### config.mk
export PLATFORM = sky130hd
export DESIGN_NAME = spi_word_master
export DESIGN_NICKNAME = d
export VERILOG_FILES = /design/src/rtl/spi_word_pkg.sv /design/src/rtl/spi_half_period_timer.sv /design/src/rtl/spi_word_master.sv
export SDC_FILE = /design/constraint.sdc
export NUM_CORES = 1
export LEC_CHECK = 0
export ABC_CLOCK_PERIOD_IN_PS = 2080
export BUFFER_PORTS_ARGS = -buffer_cell sky130_fd_sc_hd__buf_2
export CAP_MARGIN = 25
export CORE_ASPECT_RATIO = 1.25
export CORE_UTILIZATION = 53
export CTS_BUF_LIST = sky130_fd_sc_hd__clkbuf_8
export DETAILED_ROUTE_END_ITERATION = 7
export HOLD_SLACK_MARGIN = 0.02
export PLACE_DENSITY_LB_ADDON = 0.05
export SLEW_MARGIN = 20
export SYNTH_ARGS = -nofsm -noshare
export SYNTH_HDL_FRONTEND = slang
export SYNTH_HIERARCHICAL = 1
export SYNTH_SLANG_ARGS = --single-unit
### constraint.sdc
create_clock -name clk -period 2.08 [get_ports clk]
set_input_delay 0.312 -clock clk [delete_from_list [all_inputs] [get_ports clk]]
set_output_delay 0.312 -clock clk [all_outputs]
set_load 0.03 [all_outputs]
### src/rtl/spi_word_pkg.sv
// Shared types and elaboration-time parameter checks for the SPI word master.
package spi_word_pkg;

   typedef enum logic [1:0] {
      IDLE  = 2'd0,
      SETUP = 2'd1,
      SHIFT = 2'd2,
      GAP   = 2'd3
   } state_t;

   function automatic bit params_ok(input int word_w, input int num_cs, input int clk_div,
                                    input int gap_cycles, input int cs_w);
      return (word_w >= 2) && (num_cs >= 1) && (clk_div >= 1) && (gap_cycles >= 1)
             && (cs_w >= 1) && ((64'd1 << cs_w) >= 64'(num_cs));
   endfunction

endpackage

### src/rtl/spi_half_period_timer.sv
// Free-running CLK_DIV down-counter; tick marks the last clk of each SCLK half-period.
module spi_half_period_timer #(
   parameter int CLK_DIV = 2
) (
   input  logic clk,
   input  logic reset_n,
   input  logic run,
   output logic tick
);

   localparam int CNT_W = (CLK_DIV > 1) ? $clog2(CLK_DIV) : 1;
   localparam logic [CNT_W-1:0] RELOAD = CNT_W'(CLK_DIV - 1);

   logic [CNT_W-1:0] cnt_reg;

   always_ff @(posedge clk or negedge reset_n) begin
      if (!reset_n) begin
         cnt_reg <= RELOAD;
      end else if (!run || (cnt_reg == '0)) begin
         cnt_reg <= RELOAD;
      end else begin
         cnt_reg <= cnt_reg - CNT_W'(1);
      end
   end

   assign tick = run && (cnt_reg == '0);

endmodule

### src/rtl/spi_word_master.sv
// SPI mode-0 word master: MSB-first write with simultaneous MISO readback and a CS-high gap.
module spi_word_master
   import spi_word_pkg::*;
#(
   parameter int WORD_W     = 32,
   parameter int NUM_CS     = 1,
   parameter int CLK_DIV    = 2,
   parameter int GAP_CYCLES = 1,
   parameter int CS_W       = (NUM_CS > 1) ? $clog2(NUM_CS) : 1
) (
   input  logic              clk,
   input  logic              reset_n,
   input  logic              enable,
   input  logic              start,
   input  logic [CS_W-1:0]   cs_sel,
   input  logic [WORD_W-1:0] tx_word,
   input  logic              miso,
   output logic              sclk,
   output logic [NUM_CS-1:0] cs_n,
   output logic              mosi,
   output logic              busy,
   output logic              done,
   output logic [WORD_W-1:0] rx_word,
   output logic              rx_valid
);

   localparam int BIT_W = $clog2(WORD_W) + 1;
   localparam int GAP_W = (GAP_CYCLES > 1) ? $clog2(GAP_CYCLES) : 1;

   if (!params_ok(WORD_W, NUM_CS, CLK_DIV, GAP_CYCLES, CS_W)) begin : g_param_check
      $error("spi_word_master: illegal parameter combination");
   end

   state_t            state_reg, state_next;
   logic [BIT_W-1:0]  bit_cnt_reg, bit_cnt_next;
   logic [GAP_W-1:0]  gap_cnt_reg, gap_cnt_next;
   logic [CS_W-1:0]   cs_idx_reg, cs_idx_next;
   logic [WORD_W-1:0] tx_sr_reg, tx_sr_next;
   logic [WORD_W-1:0] rx_sr_reg, rx_sr_next;
   logic [WORD_W-1:0] rx_word_reg, rx_word_next;
   logic [NUM_CS-1:0] cs_n_reg, cs_n_next;
   logic              sclk_reg, sclk_next;
   logic              done_reg, done_next;
   logic              busy_reg;
   logic              tick, last_bit, cs_window_next;

   spi_half_period_timer #(.CLK_DIV(CLK_DIV)) u_timer (
      .clk     (clk),
      .reset_n (reset_n),
      .run     ((state_reg == SETUP) || (state_reg == SHIFT)),
      .tick    (tick)
   );

   assign last_bit = (bit_cnt_reg == BIT_W'(WORD_W - 1));

   always_comb begin
      state_next   = state_reg;
      bit_cnt_next = bit_cnt_reg;
      gap_cnt_next = gap_cnt_reg;
      cs_idx_next  = cs_idx_reg;
      tx_sr_next   = tx_sr_reg;
      rx_sr_next   = rx_sr_reg;
      rx_word_next = rx_word_reg;
      sclk_next    = sclk_reg;
      done_next    = 1'b0;
      case (state_reg)
         IDLE: begin
            if (start && enable) begin
               state_next   = SETUP;
               tx_sr_next   = tx_word;
               cs_idx_next  = cs_sel;
               bit_cnt_next = '0;
            end
         end
         SETUP: begin
            if (tick) begin
               state_next = SHIFT;
               sclk_next  = 1'b1;
               rx_sr_next = {rx_sr_reg[WORD_W-2:0], miso};
            end
         end
         SHIFT: begin
            if (tick) begin
               if (sclk_reg) begin
                  // Falling edge: present the next bit, but keep the LSB after the final bit.
                  sclk_next = 1'b0;
                  if (!last_bit) begin
                     tx_sr_next = {tx_sr_reg[WORD_W-2:0], 1'b0};
                  end
               end else if (last_bit) begin
                  state_next   = GAP;
                  tx_sr_next   = '0;
                  gap_cnt_next = GAP_W'(GAP_CYCLES - 1);
               end else begin
                  sclk_next    = 1'b1;
                  bit_cnt_next = bit_cnt_reg + BIT_W'(1);
                  rx_sr_next   = {rx_sr_reg[WORD_W-2:0], miso};
               end
            end
         end
         GAP: begin
            if (gap_cnt_reg == '0) begin
               state_next   = IDLE;
               done_next    = 1'b1;
               rx_word_next = rx_sr_reg;
            end else begin
               gap_cnt_next = gap_cnt_reg - GAP_W'(1);
            end
         end
         default: state_next = IDLE;
      endcase
   end

   // Decode from next-state values so the selects are registered yet aligned with the state.
   assign cs_window_next = (state_next == SETUP) || (state_next == SHIFT);

   for (genvar gi = 0; gi < NUM_CS; gi++) begin : g_cs
      assign cs_n_next[gi] = !(cs_window_next && (cs_idx_next == CS_W'(gi)));
   end

   always_ff @(posedge clk or negedge reset_n) begin
      if (!reset_n) begin
         state_reg   <= IDLE;
         bit_cnt_reg <= '0;
         gap_cnt_reg <= '0;
         cs_idx_reg  <= '0;
         tx_sr_reg   <= '0;
         rx_sr_reg   <= '0;
         rx_word_reg <= '0;
         cs_n_reg    <= '1;
         sclk_reg    <= 1'b0;
         done_reg    <= 1'b0;
         busy_reg    <= 1'b0;
      end else begin
         state_reg   <= state_next;
         bit_cnt_reg <= bit_cnt_next;
         gap_cnt_reg <= gap_cnt_next;
         cs_idx_reg  <= cs_idx_next;
         tx_sr_reg   <= tx_sr_next;
         rx_sr_reg   <= rx_sr_next;
         rx_word_reg <= rx_word_next;
         cs_n_reg    <= cs_n_next;
         sclk_reg    <= sclk_next;
         done_reg    <= done_next;
         busy_reg    <= (state_next != IDLE);
      end
   end

   assign sclk     = sclk_reg;
   assign cs_n     = cs_n_reg;
   assign mosi     = tx_sr_reg[WORD_W-1];
   assign busy     = busy_reg;
   assign done     = done_reg;
   assign rx_valid = done_reg;
   assign rx_word  = rx_word_reg;

endmodule

**Yosys cells after proc, flatten, opt, wreduce, memory -nomap -nowiden**

Cells that the tools add are included.

- Logic and storage cells: 89
- Input port bits: 38
- Flip-flop bits (word level): 111
- Output and inout bits: 38

- Mux-type cells: 38
- Equality and inequality tests: 14
- Reductions and logical operators: 19
- $add $sub $neg: 3
- Bitwise logic cells: 3

Operators with widths:

| kind | count |
|---|---|
| $mux W32 | 9 |
| $pmux W32 S2 | 2 |
| $mux W6 | 4 |
| $reduce_and A5 Y1 | 3 |
| $mux W1 | 13 |
| $mux W2 | 6 |
| $ne A2 B2 Y1 const B | 6 |
| $pmux W6 S2 | 1 |
| $pmux W2 S4 | 1 |
| $reduce_bool A2 Y1 | 4 |
| $add A6 B1 Y6 const B | 1 |
| $eq A2 B2 Y1 const B | 3 |
| $eq A6 B5 Y1 const B | 1 |
| $ne A3 B3 Y1 const B | 2 |
| $eq A2 B1 Y1 const B | 2 |
| $pmux W1 S2 | 2 |
| $reduce_and A4 Y1 | 1 |
| $logic_and A1 B1 Y1 | 3 |
| $logic_or A1 B1 Y1 | 3 |
| $not A1 Y1 | 3 |
| $reduce_and A3 Y1 | 1 |
| $logic_not A1 Y1 | 2 |
| $logic_not A2 Y1 | 1 |
| $reduce_and A2 Y1 | 1 |
| $sub A1 B1 Y1 const B | 2 |

**Logic depth before layout (Yosys ltp)**

- Word-level depth: 9
- Mapped depth: 9
- Depth with buffers taken out: 9

**Modules after synthesis**

The synthesis kept the hierarchy.

Modules (own cells, without submodules):

| module | seq. area each (um^2) | times used | cells an instance | area each (um^2) |
|---|---|---|---|---|
| spi_word_master | 2728.9 | 1 | 420 | 5126.2 |
| spi_half_period_timer | 26.3 | 1 | 3 | 43.8 |

**Least setup slack after synthesis**

OpenSTA, ideal clock, no wires.

- Kind: register to register
- Start point: reg state_reg[0]
- End point: reg cs_n_reg, in the netlist cs_n
- Path buffers: 0
- Required time: 1996 ps
- Clock period less this slack: 2014 ps
- Library setup time: 84 ps
- Stages on the path, launching flop included: 9
- Data arrival time: 1930 ps
- Path slack: 66 ps
- Cells stage by stage: dfrtp_1 > inv_1 > ha_1 > nor2b_4 > nand2b_1 > o311a_1 > ha_1 > inv_1 > or2_2

- Word-level cells in the longest chain between the ends: 9
- Elaborated cells on any way between the ends: 20
- Those cells by class: eq/ne: 5; mux: 8; bitwise: 1; reduce/logical: 6

RTL lines:

| what | line | text |
|---|---|---|
| start, declared | spi_word_master.sv:34 | `state_t state_reg, state_next;` |
| start signal, assigned | spi_word_master.sv:135 | `state_reg <= state_next;` |
| $eq A2 B1 Y1 or $eq A2 B2 Y1 (tied branches) | spi_word_master.sv:50 | `.run ((state_reg == SETUP) \|\| (state_reg == SHIFT)),` |
| $logic_or A1 B1 Y1 * | spi_word_master.sv:50 |  |
| $logic_and A1 B1 Y1 * | spi_half_period_timer.sv:26 | `assign tick = run && (cnt_reg == '0);` |
| via tick | spi_word_master.sv:45 | `logic tick, last_bit, cs_window_next;` |
| $mux W2 (on tied branches) | spi_word_master.sv:83, spi_word_master.sv:76 |  |
| $pmux W2 S4 * | spi_word_master.sv:66 | `case (state_reg)` |
| $eq A2 B1 Y1 or $eq A2 B2 Y1 (tied branches) | spi_word_master.sv:115 | `assign cs_window_next = (state_next == SETUP) \|\| (state_next == SHIFT);` |
| $logic_or A1 B1 Y1 * | spi_word_master.sv:115 |  |
| $logic_and A1 B1 Y1 * | spi_word_master.sv:118 | `assign cs_n_next[gi] = !(cs_window_next && (cs_idx_next == CS_W'(gi)));` |
| $logic_not A1 Y1 * | spi_word_master.sv:118 |  |
| via cs_n_next | spi_word_master.sv:41 | `logic [NUM_CS-1:0] cs_n_reg, cs_n_next;` |
| end signal, assigned | spi_word_master.sv:142 | `cs_n_reg <= cs_n_next;` |
| end, declared | spi_word_master.sv:41 |  |

Mark *: on every way through the listed nets, which the timed path passes. The rest lies on a longest branch.
A chain may end at the register's enable or synchronous reset.

**Worst setup path in the final report**

- Start point: reg state_reg[1]
- End point: reg rx_sr_reg[25]

- Word-level cells in the longest chain between the ends: 5
- Elaborated cells on any way between the ends: 11
- Those cells by class: eq/ne: 6; mux: 1; reduce/logical: 4

RTL lines:

| what | line | text |
|---|---|---|
| $eq A2 B1 Y1 or $eq A2 B2 Y1 (tied branches) | spi_word_master.sv:50 |  |
| $logic_or A1 B1 Y1 * | spi_word_master.sv:50 |  |
| $logic_and A1 B1 Y1 * | spi_half_period_timer.sv:26 |  |
| via tick | spi_word_master.sv:45 |  |
| $ne A2 B2 Y1 (no source line) | n/a |  |
| $reduce_and A5 Y1 (no source line) * | n/a |  |
| end signal, assigned | spi_word_master.sv:140 | `rx_sr_reg <= rx_sr_next;` |
| end, declared | spi_word_master.sv:39 | `logic [WORD_W-1:0] rx_sr_reg, rx_sr_next;` |

Marks and branches as above.

==> metrics.cfg <==
[routing]
totalWireLength_um=9608
wl_per_cell_um=15.13
drt_first_pass_iters=4
drt-vias-per-instance=5.424
drt_iter0_drc=135
vias=3444
ant_nets=0
drc_errors=0

[clock_network]
clk_latency_ns=0.38
tritoncts=done
clk_pin_slew_ns=0.10
clock_sinks=110
cts_made_buffers=9
root_buffer=clkbuf_8
cts_buffer_depth=2
cts_htree_levels=3

[yosys]
ys_seq_elements=110
syn_nets=467
synth_top_area_cell=dfrtp_1
synth_cells=423
synthDistinctLibCells=46
synth.top_cell.area_share=0.5227
yosysWarnings=6
ys_top_cells_by_area=dfrtp_1, mux2_2, a2bb2oi_2
synth_area_mm2=0.005170
ys_seq_area_frac=0.5329
syn_area_per_cell_um2=12.22

[timing]
clock_skew_ns=0.009005
fmax_mhz=507.3
finalMaxSlewViolations=0
rsz0062_at_grt=no
worstMarginPinSlew_ns=0.4259
hold_viol_final=0
slew_headroom=0.7161
setup_slack_ns=0.1086
period_minus_slack_ns=1.971
setup_viol=0
tns_ns=0
post-route-period-util=0.9478

[floorplanning]
num_rows=39
coreArea_mm2=0.009320
start_util=0.5547
dieArea_mm2=0.01016
die_h_um=112.4
ioPinCount=76
fp.dieW_um=90.34

[worst_setup_path]
startpoint_type=flop
reg2reg_depth=9
end_kind=flop
r2r_end=rx_sr_reg[25]
ff2ff_setup_slack_ns=0.11
cp_max_fo=32
cp.arrival_ns=2.24
worstSetupPathType=flop to flop
timing.rr.start=state_reg[1]
cp.required_ns=2.35

[power_and_ir_drop]
p_leak_uw=0.003037
pwr_density_cell_mw_per_mm2=1224
irDropWorstVdd_uv=697.8

[place]
gp_congestion=0.8361
dp_slack_ns=0.008787
port-buffer-count=75
dpl_cell_area_mm2=0.005794
dp_hpwl_um=6391

[global_routing]
grt_max_degree=60
grt_usage=0.2035
overflow=0
grt_pass1_vias=3416
grt_pass1_wl_um=16390
antenna_found_initial=0

[layout]
area_growth_pct=17.67
drive_gt1_frac=0.4023
finalInstanceArea_mm2=0.006083
final_nets=551
fillCellCount=766
diodes=0

[worst_hold_path]
holdCritStartpoint=miso
holdPathStages=2
hold_end=rx_sr_reg[0]
hp-class=primary input to flop

[job]
drv_cap=0

[outcome]
outcome=completed

-- how the worst max path moves through the flow --
stage               endpoint  slack [ns]    startpoint  cells past startpoint
2_1_floorplan           cs_n        0.07  state_reg[0]                      8
3_3_place_gp            cs_n        0.11  state_reg[1]                     10
3_5_place_dp            cs_n       0.009  state_reg[1]                     10
4_1_cts                 cs_n        0.04  state_reg[0]                     10
5_1_grt                 cs_n       0.007  state_reg[1]                     10
6_report       rx_sr_reg[25]        0.11  state_reg[1]                      9
-- per-layer routing --
| layer | part of all wire | GRT usage |
|---|---|---|
| met5 | 0 | 0 |
| met2 | 0.49 | 0.3242 |
| met4 | 0.020 | 0.09785 |
| met3 | 0.029 | 0.04065 |
| met1 | 0.46 | 0.2682 |
-- metrics by stage --
step	util	power, uW	instances	hold WS, ns
after floorplan	-	5215	423	0.01641
after global placement	0.6217	5929	613	0.2725
after detailed placement	0.6217	6011	613	0.2796
after CTS	0.6469	7403	631	0.1408
after global routing	0.6527	7934	635	0.1506
final	0.6527	7444	635	0.1646
-- worst max-delay path, cell delays in order, from the launching register on --
cell and delay [ns]:
dfrtp_1 0.40, inv_2 0.08, ha_4 0.21, nor2b_4 0.13, buf_6 0.11, buf_4 0.14
buf_4 0.14, o21ai_4 0.06, buf_12 0.22, mux2_2 0.36
-- Yosys cell counts (all sizes together) --
cell type  count
nand2b        19
nand3          4
mux2          66
nor2b          7
o21a           2
or2            1
nand4          2
a2bb2oi       31
buf           15
a41oi          1
and3b          1
a21o           1
nor2          19
dfrtp        108
clkinv         1
a22oi          1
o22ai          1
nand2          7
dfstp          2
and3           1
inv           26
o31ai          2
a221oi         1
ha             6
o311ai         1
nand3b         2
o311a          1
o21ai         35
a21oi         38
o31a           1
mux2i          1
and2           1
a31o           2
a222oi         1
clkbuf        14
o2bb2ai        1
-- cell usage in the layout (no fill, tap or decap), types with 2 or more instances in the layout --
master     synthesis  routed
inv_6              0       2
nand4_1            2       2
o21a_1             2       2
clkbuf_8           0      10
buf_12             0       5
nand3_1            3       3
a21oi_1           38      38
nor2_1            19      19
a2bb2oi_2         30      30
nand2b_1          19      19
nor2b_2            0       2
dfrtp_1          108     108
mux2_2            44      44
o31ai_1            2       2
nand2_1            7       7
nor2b_1            6       4
dfstp_2            2       2
inv_1             26      24
ha_1               6       5
mux2_1            22      22
buf_2              6      74
buf_4              1      21
o21ai_0           33      33
inv_2              0       2
-- cell families after synthesis --
family          Yosys count  synth area share
fa+ha+maj                 6           0.01452
buf+inv                  56           0.04719
simple gates             64           0.07116
mux                      67            0.1457
flops                   110            0.5329
compound gates          120            0.1885
-- layout make-up --
| class | instances | area (um2) | area share |
|---|---|---|---|
| timing repair buffer | 102 | 649.4 | 0.1067 |
| clock buffer | 10 | 137.6 | 0.02262 |
| tap | 123 | 153.9 | 0.02530 |
| inverter | 27 | 101.3 | 0.01666 |
| sequential | 110 | 2755 | 0.4529 |
| multi-input combinational | 257 | 2206 | 0.3626 |
| clock inverter | 6 | 80.08 | 0.01316 |
-- where the power goes --
part | switching [uW] | internal, uW | leakage (uW) | total (uW)
logic | 1580 | 1540 | 0.00148 | 3120
clock network | 754 | 611 | 0.000106 | 1360
registers | 314 | 2640 | 0.00145 | 2960
-- repair_timing --
action                                  in CTS  in global routing
hold buffers                                 1                  0
pin swaps                                    1                  4
endpoints found under the setup margin       1                  1
setup buffers                                1                  4
resized for setup                            0                  8
hold endpoints to repair                    26                  0
(Power assumes the default switching activity.)
